==> config.mk <==
export PLATFORM = sky130hd
export DESIGN_NAME = mem_arbiter
export DESIGN_NICKNAME = d
export VERILOG_FILES = /design/src/rtl/mem_arb_pkg.sv /design/src/rtl/mem_arb_wdt.sv /design/src/rtl/mem_arbiter.sv
export SDC_FILE = /design/constraint.sdc
export NUM_CORES = 1
export LEC_CHECK = 0
export CAP_MARGIN = 10
export CORE_AREA = 2 2 125 127
export CTS_CLUSTER_DIAMETER = 200
export DETAILED_ROUTE_END_ITERATION = 8
export DIE_AREA = 0 0 127 129
export PLACE_DENSITY = 0.65
export SLEW_MARGIN = 0
export SYNTH_ARGS = -nofsm -noshare
export SYNTH_HDL_FRONTEND = slang
export SYNTH_SLANG_ARGS = --single-unit
==> constraint.sdc <==
create_clock -name clk -period 4.9 [get_ports clk]
set_clock_uncertainty 0.05 [all_clocks]
set_input_delay 0.735 -clock clk [delete_from_list [all_inputs] [get_ports clk]]
set_output_delay 0.735 -clock clk [all_outputs]
set_load 0.02 [all_outputs]
==> src/rtl/mem_arb_pkg.sv <==
// Shared definitions for the two-port memory arbiter: FSM state encoding
// and the side-select values held in the last-grant flag.
package mem_arb_pkg;

    typedef enum logic [1:0] {
        ST_IDLE  = 2'd0,
        ST_GNT_I = 2'd1,
        ST_GNT_D = 2'd2
    } arb_state_t;

    localparam logic SEL_I = 1'b0;
    localparam logic SEL_D = 1'b1;

endpackage

==> src/rtl/mem_arb_wdt.sv <==
// Grant watchdog: counts stalled grant cycles and flags the cycle in which
// the count reaches TIMEOUT, so the arbiter can abort the grant.
module mem_arb_wdt #(
    parameter int TIMEOUT = 1023
) (
    input  logic clk,
    input  logic rst,
    input  logic i_clear,
    input  logic i_enable,
    output logic o_expire
);

    localparam int CW = $clog2(TIMEOUT + 1);
    localparam logic [CW-1:0] LIMIT = CW'(TIMEOUT - 1);
    localparam logic [CW-1:0] ONE   = CW'(1);

    logic [CW-1:0] r_count;

    always_ff @(posedge clk) begin
        if (rst || i_clear) begin
            r_count <= '0;
        end else if (i_enable) begin
            r_count <= r_count + ONE;
        end
    end

    // Expire when this enabled cycle would bring the count up to TIMEOUT.
    assign o_expire = i_enable && (r_count == LIMIT);

endmodule

==> src/rtl/mem_arbiter.sv <==
// Round-robin arbiter sharing one memory bus between an instruction side
// and a data side, with a registered grant and a stall watchdog.
module mem_arbiter
    import mem_arb_pkg::*;
#(
    parameter int A_WIDTH = 32,
    parameter int TIMEOUT = 1023
) (
    input  logic               clk,
    input  logic               rst,
    input  logic [A_WIDTH-1:0] i_a,
    input  logic [31:0]        i_dout,
    input  logic               i_strobe,
    input  logic [3:0]         i_wen,
    input  logic [1:0]         i_size,
    input  logic               i_rw,
    output logic [31:0]        i_din,
    output logic               i_ready,
    input  logic [A_WIDTH-1:0] d_a,
    input  logic [31:0]        d_dout,
    input  logic               d_strobe,
    input  logic [3:0]         d_wen,
    input  logic [1:0]         d_size,
    input  logic               d_rw,
    output logic [31:0]        d_din,
    output logic               d_ready,
    output logic [A_WIDTH-1:0] m_a,
    output logic [31:0]        m_din,
    output logic               m_strobe,
    output logic [3:0]         m_wen,
    output logic [1:0]         m_size,
    output logic               m_rw,
    input  logic [31:0]        m_dout,
    input  logic               m_ready,
    output logic               err_timeout,
    output logic [1:0]         o_dbg_state
);

    arb_state_t r_state;
    arb_state_t w_next;
    logic       r_last;
    logic       w_last_next;
    logic       r_err;
    logic       w_abort;
    logic       w_gnt_strobe;
    logic       w_gnt_sel;
    logic       w_expire;
    logic       w_wdt_clear;
    logic       w_wdt_enable;

    assign w_wdt_clear  = (r_state == ST_IDLE);
    assign w_wdt_enable = (r_state != ST_IDLE) && !m_ready;

    mem_arb_wdt #(
        .TIMEOUT (TIMEOUT)
    ) u_wdt (
        .clk      (clk),
        .rst      (rst),
        .i_clear  (w_wdt_clear),
        .i_enable (w_wdt_enable),
        .o_expire (w_expire)
    );

    assign w_gnt_sel    = (r_state == ST_GNT_D) ? SEL_D : SEL_I;
    assign w_gnt_strobe = (r_state == ST_GNT_D) ? d_strobe : i_strobe;

    always_ff @(posedge clk) begin
        if (rst) begin
            r_state <= ST_IDLE;
            r_last  <= SEL_I;
            r_err   <= 1'b0;
        end else begin
            r_state <= w_next;
            r_last  <= w_last_next;
            r_err   <= w_abort;
        end
    end

    // Completion wins over abandon, abandon wins over watchdog abort.
    always_comb begin
        w_next      = r_state;
        w_last_next = r_last;
        w_abort     = 1'b0;
        case (r_state)
            ST_IDLE: begin
                if (i_strobe && d_strobe) begin
                    w_next = (r_last == SEL_I) ? ST_GNT_D : ST_GNT_I;
                end else if (d_strobe) begin
                    w_next = ST_GNT_D;
                end else if (i_strobe) begin
                    w_next = ST_GNT_I;
                end
            end
            ST_GNT_I, ST_GNT_D: begin
                if (m_ready) begin
                    w_next      = ST_IDLE;
                    w_last_next = w_gnt_sel;
                end else if (!w_gnt_strobe) begin
                    w_next = ST_IDLE;
                end else if (w_expire) begin
                    w_next      = ST_IDLE;
                    w_last_next = w_gnt_sel;
                    w_abort     = 1'b1;
                end
            end
            default: w_next = ST_IDLE;
        endcase
    end

    always_comb begin
        m_a      = '0;
        m_din    = '0;
        m_strobe = 1'b0;
        m_wen    = '0;
        m_size   = '0;
        m_rw     = 1'b0;
        case (r_state)
            ST_GNT_I: begin
                m_a      = i_a;
                m_din    = i_dout;
                m_strobe = i_strobe;
                m_wen    = i_wen;
                m_size   = i_size;
                m_rw     = i_rw;
            end
            ST_GNT_D: begin
                m_a      = d_a;
                m_din    = d_dout;
                m_strobe = d_strobe;
                m_wen    = d_wen;
                m_size   = d_size;
                m_rw     = d_rw;
            end
            default: ;
        endcase
    end

    assign i_ready     = m_ready && (r_state == ST_GNT_I);
    assign d_ready     = m_ready && (r_state == ST_GNT_D);
    assign i_din       = m_dout;
    assign d_din       = m_dout;
    assign err_timeout = r_err;
    assign o_dbg_state = r_state;

endmodule

==> results of run 1 <==
synthesized netlist by cell type:
cell type  instances
nor3b_1            1
o31ai_1            2
inv_1              4
xnor2_1            1
buf_4             65
and2_1             4
nand3_1            5
and4_1             1
nor2_1            12
xor2_1             8
buf_1              5
a22oi_1           72
nand4_1            2
or3b_1             1
a41oi_1            2
nand2b_1           1
nor2b_1           73
a21oi_1            1
buf_2              6
nor4bb_1           1
dfxtp_1           14
nand2_1            8
and3_1             1
mux2i_1            2
nand4_4            1
nor4_1             1
o21ai_2            1
nor3_1             2
clkbuf_1          15
ha_1               5
or2_1              1
how the worst min path moves through the flow:
stage,from,endpoint,slack [ns],cells past startpoint
final,r_last$_SDFFE_PP0P_,r_last$_SDFFE_PP0P_,0.42,2
after global routing,r_last$_SDFFE_PP0P_,r_last$_SDFFE_PP0P_,0.45,2
after CTS,r_last$_SDFFE_PP0P_,r_last$_SDFFE_PP0P_,0.42,2
after detailed placement,r_last$_SDFFE_PP0P_,r_last$_SDFFE_PP0P_,0.41,2
after global placement,r_last$_SDFFE_PP0P_,r_last$_SDFFE_PP0P_,0.40,2
after floorplan,r_last$_SDFFE_PP0P_,r_last$_SDFFE_PP0P_,0.38,2
logic make-up after synthesis:
| group | synth area share |
|---|---|
| buffers and inverters | 0.262 |
| adders and majority gates | 0.0269 |
| AOI/OAI and AO/OA | 0.253 |
| and+or+nand+nor | 0.295 |
| DFF | 0.121 |
| muxes | 0.00862 |
| xor gates and xnor gates | 0.0339 |
sequential cells by signal (all words and copies together), names as in the netlist:
| signal | flops |
|---|---|
| r_last | 1 |
| err_timeout | 1 |
| o_dbg_state | 2 |
| u_wdt.r_count | 10 |
metal layers:
layer  vias up  global-route usage  routed length [um]
met5         -                   0                   0
met1      1260               0.126                3780
li1       1321                   -                   -
met3        15              0.0474                1320
met2       177               0.198                5280
met4         0              0.0239                 165
layout make-up:
type | count | share of cell area
flip-flops and latches | 14 | 0.0650
clock buffers | 4 | 0.0206
well taps | 188 | 0.0545
repair buffers | 226 | 0.522
inverters | 4 | 0.00348
multi-input cells | 209 | 0.334
power by group through the flow:
stage | logic (mW) | clock network [mW] | registers [mW]
6_report | 0.483 | 0.171 | 0.121
5_1_grt | 0.521 | 0.180 | 0.121
4_1_cts | 0.486 | 0.174 | 0.120
3_5_place_dp | 0.485 | 0 | 0.123
3_3_place_gp | 0.475 | 0 | 0.122
2_1_floorplan | 0.313 | 0 | 0.124
critical path, stage by stage (launching register included):
cell	delay [ns]
dfxtp_1	0.33
inv_1	0.11
ha_2	0.99
buf_4	0.40
a22oi_1	0.13
nor2b_1	0.15
clkdlybuf4s50_1	0.62
metrics by stage:
step	worst slack [ns]	instance area (um^2)	utilization
final	1.09	4310	0.288
after floorplan	2.42	2320	-
after detailed placement	1.31	4220	0.282
after global routing	0.819	4310	0.288
after CTS	1.04	4310	0.288
after global placement	1.43	4220	0.282
==> flow_summary.toml, run 1 <==
[global_route]
grt_pass1_vias = 2659
gr-usage-all-layers = 0.112
grt_max_degree = 76
antenna_found_initial = 0
grt_pass1_wl_um = 14800
grt_overflow = 0

[clock_tree]
cts_made_buffers = 3
cts_hold_buf = 0
clock_path_buffers = 2
cts_setup_buffers = 0
insertion_delay_ns = 0.25
ctsResizeCount = 0
clock-root-buffer = "clkbuf_16"
path_clk_slew_ns = 0.05
cts_max_level = 1
cts_tree = "built"
cts_num_sinks = 14

[cells_and_area]
nNetsFinal = 642
multiInputGateArea_um2 = 1440
fin_cells = 645
area_growth_pct = 85.7
fillCellCount = 1570
drive_gt1_frac = 0.0263
layout_common_cells = "223 x clkdlybuf4s50_1, 73 x nor2b_1, 72 x a22oi_1"
antenna_cells = 0
seq_area_um2 = 280
layout_commonest_cell = "clkdlybuf4s50_1"

[place]
dp.cells = 640
gp_congestion = 0.784
io_buffers = 223
hpwl_um = 8310

[yosys]
ys_seq_area_frac = 0.121
yosys_register_bits = 14
synthCells = 318
syn_nets = 502
synth_area_leaders = "a22oi_1 23%, buf_4 21%, nor2b_1 20%, dfxtp_1 12%, xor2_1 3.0%"
synth_area_per_cell_um2 = 7.30
yosysWarnings = 0
ys_types = 31
yosys.area.top_type = "a22oi_1"
syn_area_um2 = 2320
synth_top_area_frac = 0.233

[floorplan]
boundaryPins = 320
die_h_um = 129
start_util = 0.155
core_um2 = 15000
dieArea_um2 = 16400
die_x_um = 127
rows = 45

[sta]
rsz0062_at_grt = "false"
holdWs_ns = 0.418
setup_viol = 0
hold_viol = 0
tightest_slew_ns = 1.20
fin_crit_ns = 3.81
fin_crit_sh = 0.778
fmax_ghz = 0.262
fin_setup_tns_ns = 0
finalMaxSlewViolations = 0
relSlewSlack = 0.201

[power_and_ir_drop]
leakage_nw = 1.35
power.density_nw_per_um2 = 180
power_mw = 0.775
ir_worst_vdd_uv = 267
power.clock.fraction = 0.221
switching_share = 0.346
p_comb_frac = 0.624
intPower_mw = 0.506
seqPwrFrac = 0.156
switchingPower_mw = 0.268

[detailed_routing]
drtPass1Iterations = 4
wl_um = 10500
drtAntennaViolNets = 0
routed_via_density = 4.30
drc = 0
vias = 2773
wire_per_inst_um = 16.3
drt_iter0_drc = 144

[run_status]
status = "complete, no violations"

[critical_path]
crit_end = "m_a[15]"
r2r_start = "o_dbg_state[0]$_SDFFE_PP0P_"
cp.required_ns = 4.12
critPathArrivalTime_ns = 3.03
cp-startpoint = "o_dbg_state[0]$_SDFFE_PP0P_"
critPathLaunchType = "flop"
rr_endpoint = "o_dbg_state[0]$_SDFFE_PP0P_"
worstPathMaxFanout = 57
r2r_slack_ns = 2.36
endpoint_kind = "output port"
path_class = "reg2out"
r2r_cells = 6

[run]
maxCapViolations = 0

[min_path]
hold_class = "reg2reg"
Power figures use the tool's default switching activity.
==> run 2, diff against run 1 <==
--- a/config.mk
+++ b/config.mk
@@ -6,11 +6,11 @@
 export NUM_CORES = 1
 export LEC_CHECK = 0
 export CAP_MARGIN = 10
-export CORE_AREA = 2 2 125 127
+export CORE_AREA = 2 2 123 125
 export CTS_CLUSTER_DIAMETER = 200
 export DETAILED_ROUTE_END_ITERATION = 8
-export DIE_AREA = 0 0 127 129
-export PLACE_DENSITY = 0.65
+export DIE_AREA = 0 0 125 127
+export PLACE_DENSITY = 0.69
 export SLEW_MARGIN = 0
 export SYNTH_ARGS = -nofsm -noshare
 export SYNTH_HDL_FRONTEND = slang
==> constraint.sdc (replaced) <==
create_clock -name clk -period 3.4 [get_ports clk]
set_clock_uncertainty 0.05 [all_clocks]
set_input_delay 0.51 -clock clk [delete_from_list [all_inputs] [get_ports clk]]
set_output_delay 0.51 -clock clk [all_outputs]
set_load 0.02 [all_outputs]
==> run 2 against run 1 <==
Total power increased by 44%; via count increased by 0.87%; die area decreased by 3.1%; global-route usage increased by 0.58 points; clock-buffer cell count unchanged; register-to-register slack got worse by 0.96 ns; critical path depth unchanged; combinational power increased by 44%; first-iteration DRC count decreased by 28%; non-clock buffer count increased by 5; critical endpoint is now m_a[7].
==> flow_summary.toml, run 2 (synthesis gave the netlist of run 1 again) <==
[critical_path]
r2r_cells = 6
cp.required_ns = 2.84
r2r_slack_ns = 1.40
critPathArrivalTime_ns = 2.25
endpoint_kind = "output port"
r2r_start = "o_dbg_state[1]$_SDFFE_PP0P_"
critPathLaunchType = "flop"
worstPathMaxFanout = 42
rr_endpoint = "o_dbg_state[0]$_SDFFE_PP0P_"
path_class = "reg2out"

[sta]
holdWs_ns = 0.420
rsz0062_at_grt = "false"
fmax_ghz = 0.356
tightest_slew_ns = 0.461
fin_crit_ns = 2.81
fin_setup_tns_ns = 0
fin_crit_sh = 0.826
relSlewSlack = 0.693
setup_viol = 0
hold_viol = 0
finalMaxSlewViolations = 0

[min_path]
min_from = "r_last$_SDFFE_PP0P_"
min_to = "r_last$_SDFFE_PP0P_"
hold_depth = 2
hold_class = "reg2reg"

[floorplan]
rows = 44
core_um2 = 14400
dieArea_um2 = 15900
die_x_um = 125
start_util = 0.161
die_h_um = 127
boundaryPins = 320

[cells_and_area]
largest_reg_flops = 10
fin_cells = 646
final_area_um2 = 4350
nNetsFinal = 647
area_growth_pct = 87.2
drive_gt1_frac = 0.0368
antenna_cells = 0
largest-register = "u_wdt.r_count"
layout_commonest_cell = "clkdlybuf4s50_1"
layout_common_cells = "223 x clkdlybuf4s50_1, 73 x nor2b_1, 72 x a22oi_1"

[power_and_ir_drop]
leakage_nw = 1.38
ir_worst_vdd_uv = 246
power.density_nw_per_um2 = 257

[place]
post_dp_cell_area_um2 = 4260
gp_congestion = 0.810
io_buffers = 223
hpwl_um = 8380
dp.cells = 642

[detailed_routing]
routed_via_density = 4.33
wire_per_inst_um = 16.1
drt_iter0_drc = 103
vias = 2797
drtAntennaViolNets = 0
wl_um = 10400
drc = 0
drtPass1Iterations = 4

[clock_tree]
clock_path_buffers = 2
cts_setup_buffers = 0
cts_num_sinks = 14
insertion_delay_ns = 0.24
ctsResizeCount = 0
clock-root-buffer = "clkbuf_16"
path_clk_slew_ns = 0.05
cts_made_buffers = 3
cts_hold_buf = 0
cts_tree = "built"
cts_max_level = 1

[run_status]
status = "complete, no violations"

[run]
maxCapViolations = 0

[global_route]
grt_max_degree = 43
grt_overflow = 0
grt_pass1_wl_um = 15500
gr-usage-all-layers = 0.118
antenna_found_initial = 0
grt_pass1_vias = 2838
==> run 2: cell count changes in the layout (fill, tap and decap cells not counted) <==
cell / before / now
buf_4: 2 / 8
clkbuf_2: 1 / 0
==> run 2: how the worst max path moves through the flow <==
| stage | startpoint | depth (start not counted) | end | slack, ns |
|---|---|---|---|---|
| detailed placement | o_dbg_state[0]$_SDFFE_PP0P_ | 6 | m_a[7] | 0.84 |
| global placement | o_dbg_state[0]$_SDFFE_PP0P_ | 6 | m_size[0] | 0.90 |
| finish | o_dbg_state[0]$_SDFFE_PP0P_ | 6 | m_a[7] | 0.59 |
| CTS | o_dbg_state[0]$_SDFFE_PP0P_ | 6 | m_din[26] | 0.58 |
| floorplan | o_dbg_state[0]$_SDFFE_PP0P_ | 5 | m_a[0] | 1.14 |
| global route | o_dbg_state[0]$_SDFFE_PP0P_ | 6 | m_a[27] | 0.44 |
==> run 2: stage by stage <==
| stage | util | setup slack, ns | power, mW |
|---|---|---|---|
| 2_1_floorplan | - | 1.14 | 0.630 |
| 3_3_place_gp | 0.295 | 0.895 | 0.865 |
| 5_1_grt | 0.301 | 0.440 | 1.18 |
| 3_5_place_dp | 0.295 | 0.844 | 0.877 |
| 4_1_cts | 0.301 | 0.584 | 1.13 |
| 6_report | 0.301 | 0.591 | 1.12 |
==> run 2: cell type report <==
cell class / count / area (um^2)
Fill cell: 1518 / 10100
Timing Repair Buffer: 231 / 2290
Multi-Input combinational cell: 209 / 1440
Sequential cell: 14 / 280
Tap cell: 184 / 230
Clock buffer: 4 / 88.8
Inverter: 4 / 15.0
==> run 2: layer usage <==
metal | global-route usage | routed length [um]
met5 | 0 | 0
met2 | 0.221 | 5320
met3 | 0.0461 | 1100
met1 | 0.130 | 3890
met4 | 0.0124 | 73
==> run 2: report_power, final <==
part	internal [mW]	total, mW	switching (mW)	leakage, nW
Sequential	0.169	0.173	0.00447	0.113
Combinational	0.384	0.697	0.313	1.22
Clock	0.178	0.246	0.0680	0.0442
==> run 2: worst max-delay path: stages (launching register included) <==
cell and delay, ns:
dfxtp_1 0.33, inv_1 0.12, ha_2 0.19, buf_4 0.38, a22oi_1 0.16, nor2b_1 0.17
clkdlybuf4s50_1 0.62
